===== src/rtl/fifo_pkg.sv =====
// Shared sizing constants and the pointer wrap helper for the circular FIFO controller.
package fifo_pkg;

    localparam int ADDR_W_DEF    = 8;
    localparam int DEPTH_DEF     = 2 ** ADDR_W_DEF;
    localparam int COUNT_W_DEF   = ADDR_W_DEF + 1;
    localparam int AF_MARGIN_DEF = 4;
    localparam int AE_MARGIN_DEF = 4;

    // Advances a w-bit pointer by one, wrapping DEPTH-1 back to 0.
    function automatic logic [31:0] ptr_inc(input logic [31:0] p, input int unsigned w);
        logic [31:0] mask;
        mask = (32'd1 << w) - 32'd1;
        return (p + 32'd1) & mask;
    endfunction

endpackage


===== src/rtl/fifo_ptr_ctr.sv =====
// Wrapping address counter with increment and synchronous clear; used for both RAM ports.
module fifo_ptr_ctr
    import fifo_pkg::*;
#(
    parameter int ADDR_W = ADDR_W_DEF
) (
    input  logic              clk,
    input  logic              rst_n,
    input  logic              inc,
    input  logic              clr,
    output logic [ADDR_W-1:0] ptr
);

    always_ff @(posedge clk) begin
        if (!rst_n || clr) begin
            ptr <= '0;
        end else if (inc) begin
            ptr <= ADDR_W'(ptr_inc(32'(ptr), ADDR_W));
        end
    end

endmodule


===== src/rtl/fifo_ctrl.sv =====
// Circular FIFO sequencer for a single-clock dual-port RAM: pointers, occupancy,
// registered status flags, read-data validity and sticky overflow/underflow.
module fifo_ctrl
    import fifo_pkg::*;
#(
    parameter int ADDR_W    = ADDR_W_DEF,
    parameter int AF_MARGIN = AF_MARGIN_DEF,
    parameter int AE_MARGIN = AE_MARGIN_DEF
) (
    input  logic              clk,
    input  logic              rst_n,
    input  logic              wr_req,
    input  logic              rd_req,
    input  logic              flush,
    input  logic              clr_err,
    output logic              w_en,
    output logic [ADDR_W-1:0] w_ptr,
    output logic              r_en,
    output logic [ADDR_W-1:0] r_ptr,
    output logic              rd_valid,
    output logic [ADDR_W:0]   count,
    output logic              full_flag,
    output logic              empty_flag,
    output logic              almost_full,
    output logic              almost_empty,
    output logic              overflow,
    output logic              underflow
);

    localparam int              DEPTH   = 2 ** ADDR_W;
    localparam int              CW      = ADDR_W + 1;
    localparam logic [CW-1:0]   DEPTH_C = CW'(DEPTH);
    localparam logic [CW-1:0]   AF_TH   = CW'(DEPTH - AF_MARGIN);
    localparam logic [CW-1:0]   AE_TH   = CW'(AE_MARGIN);

    // Requests are level-sensitive and accepted in the cycle they are seen;
    // w_en/r_en are the acceptance strobes, and RAM read data is qualified by
    // rd_valid exactly one cycle after r_en.
    logic          wr_acc;
    logic          rd_acc;
    logic [CW-1:0] count_nxt;

    assign wr_acc = wr_req & ~full_flag & ~flush;
    assign rd_acc = rd_req & ~empty_flag & ~flush;
    assign w_en   = wr_acc;
    assign r_en   = rd_acc;

    always_comb begin
        count_nxt = count;
        if (flush) begin
            count_nxt = '0;
        end else if (wr_acc && !rd_acc) begin
            count_nxt = count + CW'(1);
        end else if (rd_acc && !wr_acc) begin
            count_nxt = count - CW'(1);
        end
    end

    fifo_ptr_ctr #(.ADDR_W(ADDR_W)) u_wr_ptr (
        .clk   (clk),
        .rst_n (rst_n),
        .inc   (wr_acc),
        .clr   (flush),
        .ptr   (w_ptr)
    );

    fifo_ptr_ctr #(.ADDR_W(ADDR_W)) u_rd_ptr (
        .clk   (clk),
        .rst_n (rst_n),
        .inc   (rd_acc),
        .clr   (flush),
        .ptr   (r_ptr)
    );

    // Flags follow count_nxt so they line up with the count they describe.
    always_ff @(posedge clk) begin
        if (!rst_n) begin
            count        <= '0;
            full_flag    <= 1'b0;
            empty_flag   <= 1'b1;
            almost_full  <= 1'b0;
            almost_empty <= 1'b1;
            rd_valid     <= 1'b0;
        end else begin
            count        <= count_nxt;
            full_flag    <= (count_nxt == DEPTH_C);
            empty_flag   <= (count_nxt == '0);
            almost_full  <= (count_nxt >= AF_TH);
            almost_empty <= (count_nxt <= AE_TH);
            rd_valid     <= rd_acc;
        end
    end

    // Errors survive flush; a new error event wins over clr_err in the same cycle.
    always_ff @(posedge clk) begin
        if (!rst_n) begin
            overflow  <= 1'b0;
            underflow <= 1'b0;
        end else begin
            overflow  <= (overflow  & ~clr_err) | (wr_req & full_flag);
            underflow <= (underflow & ~clr_err) | (rd_req & empty_flag);
        end
    end

endmodule


===== config.mk =====
export PLATFORM = sky130hd
export DESIGN_NAME = fifo_ctrl
export DESIGN_NICKNAME = d
export VERILOG_FILES = /design/src/rtl/fifo_pkg.sv /design/src/rtl/fifo_ptr_ctr.sv /design/src/rtl/fifo_ctrl.sv
export SDC_FILE = /design/constraint.sdc
export NUM_CORES = 1
export LEC_CHECK = 0
export ABC_AREA = 0
export BUFFER_PORTS_ARGS = -buffer_cell sky130_fd_sc_hd__buf_2
export CORE_UTILIZATION = 40
export CTS_BUF_LIST = sky130_fd_sc_hd__clkbuf_4
export CTS_CLUSTER_DIAMETER = 60
export DETAILED_ROUTE_END_ITERATION = 10
export GPL_ROUTABILITY_DRIVEN = 0
export HOLD_SLACK_MARGIN = 0.1
export PLACE_DENSITY = 0.62
export SYNTH_ARGS = -nofsm -noshare
export SYNTH_HDL_FRONTEND = slang
export SYNTH_HIERARCHICAL = 1
export SYNTH_SLANG_ARGS = --single-unit

===== constraint.sdc =====
create_clock -name clk -period 2.7 [get_ports clk]
set_clock_uncertainty 0.05 [all_clocks]
set_input_delay 0 -clock clk [delete_from_list [all_inputs] [get_ports clk]]
set_output_delay 0 -clock clk [all_outputs]
set_load 0.02 [all_outputs]

# Word level (Yosys, flattened, before mapping)
# Cells that the tools add are included.
# word_totals
register_bits	32
input_bits	6
output_inout_bits	34
# op_classes
add_sub_neg	4
n_lt_le_gt_ge	2
n_eq_ne	1
muxes	3
bitwise_logic	14
n_reduce_logical	7
# ops
operator	count
two-way mux 9 bit	3
adder 8 x 1 -> 8 bit (second input constant)	2
adder 9 x 1 -> 9 bit (second input constant)	1
== test 9 bit (second input constant)	1
greater-or-equal comparator 9 x 8 -> 1 bit (second input constant)	1
less-or-equal comparator 9 x 3 -> 1 bit (second input constant)	1
zero test 9 bit	1
subtractor 9 x 1 -> 9 bit (second input constant)	1
bitwise AND 1 bit	8
inverter 1 bit	4
zero test 1 bit	3
logical AND 1 bit	2
OR 1 bit	2
logical OR 1 bit	1

# Depth between registers and ports, before layout
# Gate-level depths: netlist of run 1.
# depth
depth_word	9
mapped_depth	8
depth_no_buf	8

# Modules after synthesis
# Netlist of run 1, hierarchy kept.
# by_module_without_submodules
module	n_inst	cells_each	area_each_um2
fifo_ctrl	1	132	1061.0
fifo_ptr_ctr	2	38	345.3

# Worst setup path before layout of run 1
# Ideal clock, no wire load.
# synth_timing
path_kind	flip-flop to flip-flop
from	register count[1]
to	register almost_full
arrival_time_ps	2028
slack_ps	526
path_stages_with_launch	8
period_less_slack_ps	2174
cell_sequence	dfxtp_1 -> ha_1 -> nand3_1 -> or4_4 -> nor2_2 -> nor3_1 -> or3b_4 -> o41ai_2
# synth_via
elab_chain_cells	5
# synth_lines
element	line_no	text
from (decl)	fifo_ctrl.sv:21	output logic [ADDR_W:0] count,
from (signal assigned)	fifo_ctrl.sv:85	count <= count_nxt;
subtractor 9 x 1 -> 9 bit	fifo_ctrl.sv:55	count_nxt = count - CW'(1);
two-way mux 9 bit	fifo_ctrl.sv:54	end else if (rd_acc && !wr_acc) begin
two-way mux 9 bit (*)	fifo_ctrl.sv:52	end else if (wr_acc && !rd_acc) begin
two-way mux 9 bit (*)	fifo_ctrl.sv:50	if (flush) begin
greater-or-equal comparator 9 x 8 -> 1 bit (*)	fifo_ctrl.sv:88	almost_full <= (count_nxt >= AF_TH);
to (signal assigned)	fifo_ctrl.sv:88	
to (decl)	fifo_ctrl.sv:24	output logic almost_full,
# Mark *: on every way between the ends. The rest lies on a longest branch, timed or not.
# A chain may end at the register's enable or synchronous reset.

# Worst setup path after layout of run 1
# layout_timing
from	register empty_flag
to	register full_flag
# layout_via
elab_chain_cells	8
# layout_lines
element	line_no	text
from (decl)	fifo_ctrl.sv:23	output logic empty_flag,
from (signal assigned)	fifo_ctrl.sv:87	empty_flag <= (count_nxt == '0);
inverter 1 bit (*)	fifo_ctrl.sv:44	assign rd_acc = rd_req & ~empty_flag & ~flush;
bitwise AND 1 bit (*) (2 in a row)	fifo_ctrl.sv:44	
logical AND 1 bit / zero test 1 bit (equally long branches)	fifo_ctrl.sv:54, fifo_ctrl.sv:52	
two-way mux 9 bit / logical AND 1 bit (equally long branches)	fifo_ctrl.sv:54, fifo_ctrl.sv:52	
two-way mux 9 bit (*)	fifo_ctrl.sv:52	
two-way mux 9 bit (*)	fifo_ctrl.sv:50	
== test 9 bit (*)	fifo_ctrl.sv:86	full_flag <= (count_nxt == DEPTH_C);
to (signal assigned)	fifo_ctrl.sv:86	
to (decl)	fifo_ctrl.sv:22	output logic full_flag,
# Marked as above.

==> results of run 1 <==
[sequential cells by signal (all words and copies together) (netlist names)]
register,cells
u_rd_ptr/ptr,8
almost_empty,1
underflow,1
overflow,1
empty_flag,1
u_wr_ptr/ptr,8
rd_valid,1
almost_full,1
count,9
full_flag,1
[per-stage QoR]
stage	utilization	instances	power [mW]	setup WS, ps
6_report	0.512	303	0.984	432
5_1_grt	0.512	303	1.03	273
4_1_cts	0.512	303	0.993	461
3_5_place_dp	0.478	289	0.610	477
3_3_place_gp	0.478	289	0.611	476
2_1_floorplan	-	208	0.582	526
[worst paths after layout]
kind                endpoint  slack, ps  cells past startpoint
min             almost_empty        390                      3
min reg2reg  u_wr_ptr/ptr[7]        450                      2
max                full_flag        430                      6
max reg2reg        full_flag        430                      6
[what timing repair did]
item | in CTS | in global routing
hold buffers | 6 | 0
hold endpoints to repair | 13 | 0
endpoints found under the setup margin | 0 | 0
[per-layer routing]
metal	global-route usage	vias to the layer above
met5	0	-
met4	0.0677	0
met3	0.0450	4
met2	0.239	36
met1	0.265	721
li1	-	831
[synthesized netlist by cell type, drive strengths merged, types with 4 or more instances]
cell | number | share of area
xor2 | 7 | 0.035
nor2 | 34 | 0.074
nand4 | 10 | 0.043
buf | 6 | 0.026
dfxtp | 32 | 0.37
clkbuf | 5 | 0.011
mux2i | 5 | 0.029
ha | 4 | 0.029
nand2 | 9 | 0.019
or3 | 8 | 0.029
inv | 6 | 0.013
nor3 | 6 | 0.017
a21oi | 8 | 0.023
nand3 | 10 | 0.029
nor2b | 6 | 0.021
nand2b | 5 | 0.022
o21ai | 12 | 0.034
[area by class of cell]
type | instances | area (µm²) | area share
multi-input cells | 159 | 1020 | 0.485
flip-flops and latches | 32 | 641 | 0.304
repair buffers | 48 | 278 | 0.132
well taps | 50 | 62.6 | 0.0297
clock buffers | 6 | 45.0 | 0.0214
clock inverters | 2 | 35.0 | 0.0166
inverters | 6 | 22.5 | 0.0107
[worst max-delay path, delay by kind of cell (launching register included)]
family           cells  cell delay, ps
flip-flops           1             400
multiplexers         1             400
AO/OA/AOI/OAI        1             230
AND/OR/NAND/NOR      4            1100
[power by group through the flow]
stage / Sequential, mW / Combinational, mW / Clock [mW]
after global placement: 0.499 / 0.111 / 0
after CTS: 0.489 / 0.118 / 0.387
after detailed placement: 0.499 / 0.111 / 0
after floorplan: 0.507 / 0.0749 / 0
after global routing: 0.491 / 0.132 / 0.406
final: 0.489 / 0.118 / 0.376
[cell families after synthesis]
family,after synthesis
AOI/OAI and AO/OA,36
adders and majority gates,4
xor gates and xnor gates,10
buffers and inverters,17
muxes,6
DFF,32
and+or+nand+nor,103
[layout by cell type, fill, tap and decap left out, drive strengths merged, types with 2 or more instances in the layout]
cell type,netlist,routed
buf,6,42
nor2,34,34
dfxtp,32,32
o21ai,12,12
nand3,10,10
nand4,10,10
nand2,9,9
or3,8,8
a21oi,8,8
xor2,7,7
inv,6,6
nor2b,6,6
nor3,6,6
clkbuf,5,6
dlygate4sd3,0,6
mux2i,5,5
nand2b,5,5
ha,4,4
xnor2,3,3
nor3b,3,3
and2,2,2
a311oi,2,2
o311a,2,2
o41ai,2,2
a22oi,2,2
and3,2,2
or3b,2,2
==> summary.md, run 1 <==
| Metric | Value |
|---|---|
| Die Ht | `approximately 70 µm` |
| Final antenna-violating net count | `0` |
| CTS tree | `yes` |
| Xor and xnor area share after synthesis | `0.0500` |
| Reg power frac | `0.497` |
| Top Ports | `40` |
| RSZ-0062 raised after global routing | `false` |
| Clock transition at path regs | `~110 ps` |
| Layout Nets | `262` |
| Synth Area in Adders | `0.0286` |
| Worst min path class | `in2reg` |
| Synth-to-Final Area Change | `20.2%` |
| Worst hold margin | `just under 400 ps` |
| Post-DP HPWL | `about 2800 µm` |
| Setup Viol. Count Final | `0` |
| Synth Area in Simple Gates | `0.329` |
| Total grt overflow | `0` |
| Vias per std cell | `5.25` |
| Core box area | `4120 µm²` |
| Layout cells sized above 1 | `0.257` |
| Post-DP Area | `1970 µm²` |
| Largest net degree at the start of global routing | `25` |
| Number of global-route vias before repair | `1275` |
| Metal3 WL | `between 150 and 200 µm` |
| All-Layer GR Usage | `0.178` |
| DRC viols | `0` |
| Buffer count from post-CTS setup fixing | `0` |
| Hold Crit Start | `rst_n` |
| Compound-Gate Fraction of Synth Area | `0.141` |
| Number of max-cap violations | `0` |
| Internal | `731 µW` |
| Yosys warns | `6` |
| Post-route cell area | `2110 µm²` |
| Switching part of the total | `0.257` |
| Critical path's largest stage delay | `420 ps` |
| Status | `complete, no violations` |
| Reg2reg start | `empty_flag` |
| Critical path, cell by cell | `nand2b_1, nor2_1, a32oi_1, mux2_2, or3b_1, nor4b_2` |
| Highest Signal Layer | `met4` |
| FFs w/ async S/R, synth | `0` |
| First-pass GRT wire length | `6060 µm` |
| P_sw | `253 µW` |
| CTS root buf | `clkbuf_4` |
| Length of routed wiring on met1 | `1960 µm` |
| Met2 WL | `roughly 1600 µm` |
| Pre-Repair DR Iteration Count | `4` |
| Fmax | `approximately 0.44 GHz` |
| Initial Util | `0.426` |
| Sink Count | `32` |
| Tmin final | `2270 ps` |
| Syn Nets | `around 220` |
| Buffers on Ports | `39` |
| Post-synthesis sequential area ratio | `0.366` |
| Fill cells | `a little over 400` |
| Die area | `about 4600 µm²` |
| CP max-delay cell | `or3b_1` |
| Num rows | `23` |
| Initial antenna violation count | `0` |
| Logic gate share of total power | `0.120` |
| CP required | `2910 ps` |
| Register bit count reported by yosys | `32` |
| Critical Path Start Type | `flip-flop` |
| Setup TNS | `0 ps` |
| Least-Margin Pin Slew | `between 500 and 600 ps` |
| Average wire per standard cell | `12.5 µm` |
| Synth unique cells | `52` |
| Clock Path Buffers | `2` |
| N_diodes | `0` |
| CTS buffer count | `5` |
| Crit path kind | `reg2reg` |
| Pins Over Slew Limit | `0` |
| WP data arrival | `2470 ps` |
| Final wirelength | `3790 µm` |
| Leak pwr | `between 0.9 and 1 nW` |
| CP Capture Type | `flip-flop` |
| Clk_lat worst skew | `330 ps` |
| Worst-path maximum fanout | `7` |
| Clock group share of total power | `0.383` |
| H-tree Lvls | `2` |
| Die Width | `68.2 µm` |
| Synth Flop Type | `dfxtp_1` |
| Post-synth EDFFs | `0` |
| Fin. Hold Viols | `0` |
| VDD IR max | `0.390 mV` |
| Vias | `1592` |
| Mean Syn Cell Area | `8.42 µm²` |
| Synthesized instance count | `between 200 and 250` |
| Final period util | `0.840` |
| PwrDens | `467 nW/µm²` |
| PostCTS Resize Cnt | `0` |
| Iteration-0 DRC Markers | `98` |
| Crit. Startpoint | `empty_flag` |
| Post-Syn Area | `approximately 1800 µm²` |
| Slew headroom | `0.642` |
| Post-synthesis mux area share | `0.0350` |
| Main combinational cell family by area after synthesis | `simple AND/OR/NAND/NOR gates` |
(Power assumes the default switching activity.)
==> run 2: changes to the inputs <==
--- a/config.mk
+++ b/config.mk
@@ -13,7 +13,7 @@
 export DETAILED_ROUTE_END_ITERATION = 10
 export GPL_ROUTABILITY_DRIVEN = 0
 export HOLD_SLACK_MARGIN = 0.1
-export PLACE_DENSITY = 0.62
+export PLACE_DENSITY = 0.64
 export SYNTH_ARGS = -nofsm -noshare
 export SYNTH_HDL_FRONTEND = slang
 export SYNTH_HIERARCHICAL = 1
==> constraint.sdc (replaced) <==
create_clock -name clk -period 1.95 [get_ports clk]
set_clock_uncertainty 0.05 [all_clocks]
set_input_delay 0 -clock clk [delete_from_list [all_inputs] [get_ports clk]]
set_output_delay 0 -clock clk [all_outputs]
set_load 0.02 [all_outputs]
==> run 2 against run 1 <==
Against the previous run:
- the run now ends with negative setup slack left
- worst hold slack got worse by 250 ps
- power rose by 46%
- global-route usage is 3.4 points higher
- routed wire length increased by 22%
- design area up 23%
- final cell count up 12%
- worst setup slack got worse by 550 ps
- sequential power grew 38%
- critical path type unchanged
- largest cell class unchanged
- largest power group unchanged
==> summary.md, run 2 (same netlist as run 1, synthesis figures left out) <==
| Metric | Value |
|---|---|
| Status | `finished with violations (was complete, no violations)` |
| Violated checks | `negative setup slack` |
| Clock Path Buffers | `2 (unchanged)` |
| Clock transition at path regs | `100 ps (was 110 ps)` |
| Average wire per standard cell | `13.6 µm (was 12.5 µm)` |
| Layout Nets | `298 (was 262)` |
| Final period util | `1.06 (was 0.840)` |
| Max reg flops | `9 (unchanged)` |
| Tmin final | `2070 ps (was 2270 ps)` |
| Met2 Use GR | `0.333 (was 0.239)` |
| Die Ht | `68.2 µm (unchanged)` |
| Least-Margin Pin Slew | `339 ps (was 534 ps)` |
| Worst-path maximum fanout | `5 (was 7)` |
| Commonest non-fill, non-tap cell in the layout | `buf_2 (unchanged)` |
| Busiest layer in global routing | `met2 (was met1)` |
| All-Layer GR Usage | `0.212 (was 0.178)` |
| Most frequent cells in the layout | `buf_2, buf_4, nor2_1 (was buf_2, nor2_1, dfxtp_1)` |
| Vias | `1782 (was 1592)` |
| VDD IR max | `0.467 mV (was 0.390 mV)` |
| Initial antenna violation count | `0 (unchanged)` |
| CP Capture Type | `flip-flop (unchanged)` |
| Buffers on Ports | `39 (unchanged)` |
| Initial Util | `0.426 (unchanged)` |
| WP data arrival | `2270 ps (was 2470 ps)` |
| Top flop regs | `count x9, u_rd_ptr/ptr x8, u_wr_ptr/ptr x8 (unchanged)` |
| H-tree Lvls | `2 (unchanged)` |
| Clk_lat worst skew | `340 ps (was 330 ps)` |
| Layout cells sized above 1 | `0.460 (was 0.257)` |
| Die Width | `68.2 µm (unchanged)` |
| Post-route cell area | `2600 µm² (was 2110 µm²)` |
| CTS tree | `yes (unchanged)` |
| Layout Cells excl Fill | `339 (was 303)` |
| Hold depth | `5 (was 3)` |
| Die area | `4650 µm² (unchanged)` |
| Critical Path Start Type | `flip-flop (unchanged)` |
| Final WS setup | `-121 ps (was 432 ps)` |
| Multi-input gate area | `1210 µm² (was 1020 µm²)` |
| Setup Viol. Count Final | `5 (was 0)` |
| Synth-to-Final Area Change | `48.4% (was 20.2%)` |
| Post-DP HPWL | `3220 µm (was 2800 µm)` |
| Number of max-cap violations | `0 (unchanged)` |
| Fmax | `0.483 GHz (was 0.441 GHz)` |
| Worst min path class | `in2reg (unchanged)` |
| Power, Total | `1.44 mW (was 984 µW)` |
| Sink Count | `32 (unchanged)` |
| Pre-Repair DR Iteration Count | `4 (unchanged)` |
| Pins Over Slew Limit | `0 (unchanged)` |
| Reg2reg path depth | `7 (was 6)` |
| Slew headroom | `0.774 (was 0.642)` |
| Final antenna-violating net count | `0 (unchanged)` |
| Fill cells | `362 (was 414)` |
| Grt met1 use | `0.278 (was 0.265)` |
| RSZ-0062 raised after global routing | `true (was false)` |
| Largest net degree at the start of global routing | `17 (was 25)` |
| CP required | `2150 ps (was 2910 ps)` |
| Top Ports | `40 (unchanged)` |
| Post-placement cell count | `319 (was 289)` |
| Fin. Hold Viols | `0 (unchanged)` |
| Post-DP Area | `2240 µm² (was 1970 µm²)` |
| Num rows | `23 (unchanged)` |
| Core box area | `4120 µm² (unchanged)` |
| Iteration-0 DRC Markers | `42 (was 98)` |
| DRC viols | `0 (unchanged)` |
| CTS buffer count | `5 (unchanged)` |
| Sequential cell area | `657 µm² (was 641 µm²)` |
| CTS root buf | `clkbuf_4 (unchanged)` |
| Worst hold margin | `141 ps (was 394 ps)` |
| Number of global-route vias before repair | `1510 (was 1275)` |
| Reg with most FFs | `count (unchanged)` |
| Util after Layout | `0.631 (was 0.512)` |
| Vias per std cell | `5.26 (was 5.25)` |
| Crit path kind | `reg2reg (unchanged)` |
| M3 GR Usage | `0.0550 (was 0.0450)` |
| First-pass GRT wire length | `7150 µm (was 6060 µm)` |
| Total grt overflow | `0 (unchanged)` |
| PwrDens | `553 nW/µm² (was 467 nW/µm²)` |
| N_diodes | `0 (unchanged)` |
| Leak pwr | `1.17 nW (was 0.907 nW)` |
| Final wirelength | `4630 µm (was 3790 µm)` |
run 2: cell count changes in the layout (fill, tap and decap cells not counted), sizes merged:
cell | before | now
buf | 42 | 78
run 2: per-stage QoR:
stage	TNS, ps	setup WS (ps)
after global placement	-266	-133
after floorplan	-41.7	-40.9
final	-362	-121
after global routing	-941	-226
after CTS	-308	-120
after detailed placement	-361	-142
run 2: area by class of cell:
cell class              instances  share of cell area
well taps                      50              0.0241
clock inverters                 2              0.0135
repair buffers                 84               0.218
inverters                       6             0.00963
clock buffers                   6              0.0173
multi-input cells             159               0.465
flip-flops and latches         32               0.253
run 2: power breakdown:
| group | total, mW | leakage (nW) | internal [mW] | switching, mW |
|---|---|---|---|---|
| clock | 0.519 | 0.0456 | 0.283 | 0.236 |
| sequential | 0.676 | 0.262 | 0.662 | 0.0134 |
| combinational | 0.244 | 0.864 | 0.120 | 0.124 |
| total | 1.44 | 1.17 | 1.06 | 0.374 |
run 2: path summary, 6_finish.rpt:
check             startpoint         endpoint  slack (ps)
max                full_flag      almost_full        -120
max reg2reg        full_flag      almost_full        -120
min                   rd_req         rd_valid         140
min reg2reg  u_wr_ptr/ptr[7]  u_wr_ptr/ptr[7]         440
run 2: critical path: stages, from the launching register on:
cell and delay (ps):
dfxtp_4 360, nand2b_4 150, or4_4 550, buf_6 140, nor2_4 90, nor3_2 50
or3b_4 380, o41ai_2 200
run 2: metal layers:
metal / part of all wire / vias up
met5: 0 / -
met4: 0.022 / 0
met3: 0.042 / 7
met2: 0.45 / 49
met1: 0.48 / 818
li1: - / 908
run 2: what timing repair did:
| item | 4_1_cts | 5_1_grt |
|---|---|---|
| endpoints found under the hold margin | 9 | 0 |
| hold buffers | 6 | 0 |
| endpoints found under the setup margin | 5 | 6 |
| setup buffers | 5 | 1 |
| pin swaps | 7 | 6 |
| resized for setup | 22 | 14 |
==> run 3: changes to the inputs <==
--- a/config.mk
+++ b/config.mk
@@ -14,6 +14,7 @@
 export GPL_ROUTABILITY_DRIVEN = 0
 export HOLD_SLACK_MARGIN = 0.1
 export PLACE_DENSITY = 0.64
+export RECOVER_POWER = 50
 export SYNTH_ARGS = -nofsm -noshare
 export SYNTH_HDL_FRONTEND = slang
 export SYNTH_HIERARCHICAL = 1
==> run 3 against run 2 <==
Against the previous run:
- the run still ends with negative setup slack left
- fmax is essentially flat
- worst hold slack better by 1.2 ps
- final cell count is the same
- largest cell class unchanged
- die area unchanged
==> summary.md, run 3 (same netlist as run 1, synthesis figures left out) <==
| Metric | Value |
|---|---|
| Vias per std cell | `5.28 (was 5.26)` |
| Metal3 WL | `199 µm (was 194 µm)` |
| Hold worst-path end | `rd_valid (unchanged)` |
| WP data arrival | `2270 ps (about the same)` |
| Fin. Hold Viols | `0 (unchanged)` |
| Clock Path Buffers | `2 (unchanged)` |
| H-tree Lvls | `2 (unchanged)` |
| Die Width | `68.2 µm (unchanged)` |
| Total grt overflow | `0 (unchanged)` |
| Number of global-route vias before repair | `1510 (unchanged)` |
| Status | `finished with violations (unchanged)` |
| Reg-to-Reg End | `almost_full (unchanged)` |
| Flop-to-flop setup slack | `-120 ps (about the same)` |
| Hold Crit Start | `rd_req (unchanged)` |
| DRC viols | `0 (unchanged)` |
| RSZ-0062 raised after global routing | `true (unchanged)` |
| PwrDens | `555 nW/µm² (was 553 nW/µm²)` |
| Iteration-0 DRC Markers | `40 (was 42)` |
| Reg2reg start | `full_flag (unchanged)` |
| Largest net degree at the start of global routing | `17 (unchanged)` |
| Die Ht | `68.2 µm (unchanged)` |
| Reg with most FFs | `count (unchanged)` |
| Post-DP HPWL | `3220 µm (unchanged)` |
| CTS buffer count | `5 (unchanged)` |
| VDD IR max | `0.467 mV (about the same)` |
| Initial antenna violation count | `0 (unchanged)` |
| Clock transition at path regs | `100 ps (about the same)` |
| Max reg flops | `9 (unchanged)` |
| Met2 WL | `2100 µm (about the same)` |
| Die area | `4650 µm² (unchanged)` |
| CP required | `2150 ps (about the same)` |
| CP Capture Type | `flip-flop (unchanged)` |
| Tmin final | `2070 ps (about the same)` |
| All-Layer GR Usage | `0.212 (unchanged)` |
| Worst min path class | `in2reg (unchanged)` |
| N_diodes | `0 (unchanged)` |
| Top Ports | `40 (unchanged)` |
| Clk_lat worst skew | `340 ps (about the same)` |
| Post-route cell area | `2590 µm² (was 2600 µm²)` |
| Util after Layout | `0.629 (was 0.631)` |
| Least-Margin Pin Slew | `339 ps (about the same)` |
| Vias | `1790 (was 1782)` |
| Final period util | `1.06 (about the same)` |
| Layout Nets | `298 (unchanged)` |
| Buffers on Ports | `39 (unchanged)` |
| Critical Path Start Type | `flip-flop (unchanged)` |
| Reg2reg path depth | `7 (unchanged)` |
| Most frequent cells in the layout | `buf_4, nor2_1, buf_2 (was buf_2, buf_4, nor2_1)` |
| CTS tree | `yes (unchanged)` |
| Final antenna-violating net count | `0 (unchanged)` |
| Violated checks | `negative setup slack (unchanged)` |
| Fmax | `0.483 GHz (about the same)` |
| Worst hold margin | `142 ps (was 141 ps)` |
| Layout cells sized above 1 | `0.429 (was 0.460)` |
| Synth-to-Final Area Change | `47.7% (was 48.4%)` |
| Top flop regs | `count x9, u_rd_ptr/ptr x8, u_wr_ptr/ptr x8 (unchanged)` |
| Hold depth | `5 (unchanged)` |
| Pre-Repair DR Iteration Count | `4 (unchanged)` |
| Final wirelength | `4610 µm (was 4630 µm)` |
| Layout Cells excl Fill | `339 (unchanged)` |
| Number of max-cap violations | `0 (unchanged)` |
| Worst-path maximum fanout | `5 (unchanged)` |
| Sink Count | `32 (unchanged)` |
| Num rows | `23 (unchanged)` |
| Post-placement cell count | `319 (unchanged)` |
| DP Worst Slack | `-142 ps (unchanged)` |
| Pins Over Slew Limit | `0 (unchanged)` |
| Core box area | `4120 µm² (unchanged)` |
| First-pass GRT wire length | `7150 µm (unchanged)` |
| Initial Util | `0.426 (unchanged)` |
| Final WS setup | `-121 ps (about the same)` |
| Commonest non-fill, non-tap cell in the layout | `buf_4 (was buf_2)` |
| Slew headroom | `0.774 (about the same)` |
| Highest Signal Layer | `met4 (unchanged)` |
| Post-DP Area | `2240 µm² (unchanged)` |
| Length of routed wiring on met1 | `2210 µm (was 2230 µm)` |
| Leak pwr | `1.14 nW (was 1.17 nW)` |
| Setup Viol. Count Final | `5 (unchanged)` |
| Crit path kind | `reg2reg (unchanged)` |
| Average wire per standard cell | `13.6 µm (about the same)` |
| CTS root buf | `clkbuf_4 (unchanged)` |
==> run 3: cell count changes in the layout (fill, tap and decap cells not counted), sizes merged <==
| cell | change |
|---|---|
| buf | -9 |
| clkbuf | +9 |
==> run 3: how the worst max path moves through the flow <==
stage	start	end	slack [ps]	cells after the start
6_report	full_flag	almost_full	-120	7
5_1_grt	full_flag	almost_empty	-230	7
4_1_cts	full_flag	almost_full	-120	7
3_5_place_dp	count[1]	full_flag	-140	7
3_3_place_gp	count[1]	almost_full	-130	8
2_1_floorplan	full_flag	almost_full	-40	7
==> run 3: metal layers <==
layer | GRT usage | up-vias
li1 | - | 908
met1 | 0.278 | 825
met2 | 0.333 | 50
met3 | 0.0550 | 7
met4 | 0.0703 | 0
met5 | 0 | -
==> run 3: power by group <==
group | internal (mW) | leakage [nW] | total [mW] | switching, mW
logic | 0.119 | 0.828 | 0.242 | 0.124
registers | 0.662 | 0.262 | 0.676 | 0.0134
clock network | 0.283 | 0.0456 | 0.519 | 0.236
total | 1.06 | 1.14 | 1.44 | 0.373
==> run 3: per-stage QoR <==
step | power (mW) | TNS, ps
global placement | 0.894 | -266
global route | 1.51 | -941
CTS | 1.45 | -308
floorplan | 0.816 | -41.7
detailed placement | 0.893 | -361
finish | 1.44 | -365
==> run 3: timing repair <==
item                                   4_1_cts  5_1_grt
hold buffers                                 6        0
setup endpoints to repair                    5        6
resized for setup                           22       14
buffers inserted                             5        1
pin swaps                                    7        6
endpoints found under the hold margin        9        0
==> run 3: critical path, stage by stage (launching register included) <==
cell,delay [ps]
dfxtp_4,360
nand2b_4,150
or4_4,550
buf_6,140
nor2_4,90
nor3_2,50
or3b_4,380
o41ai_2,200
==> run 3: layout make-up <==
cell class | count | area, µm²
Fill cell | 367 | 1530
Inverter | 6 | 25.0
Multi-Input combinational cell | 159 | 1210
Tap cell | 50 | 62.6
Clock inverter | 2 | 35.0
Timing Repair Buffer | 84 | 556
Clock buffer | 6 | 45.0
Sequential cell | 32 | 657
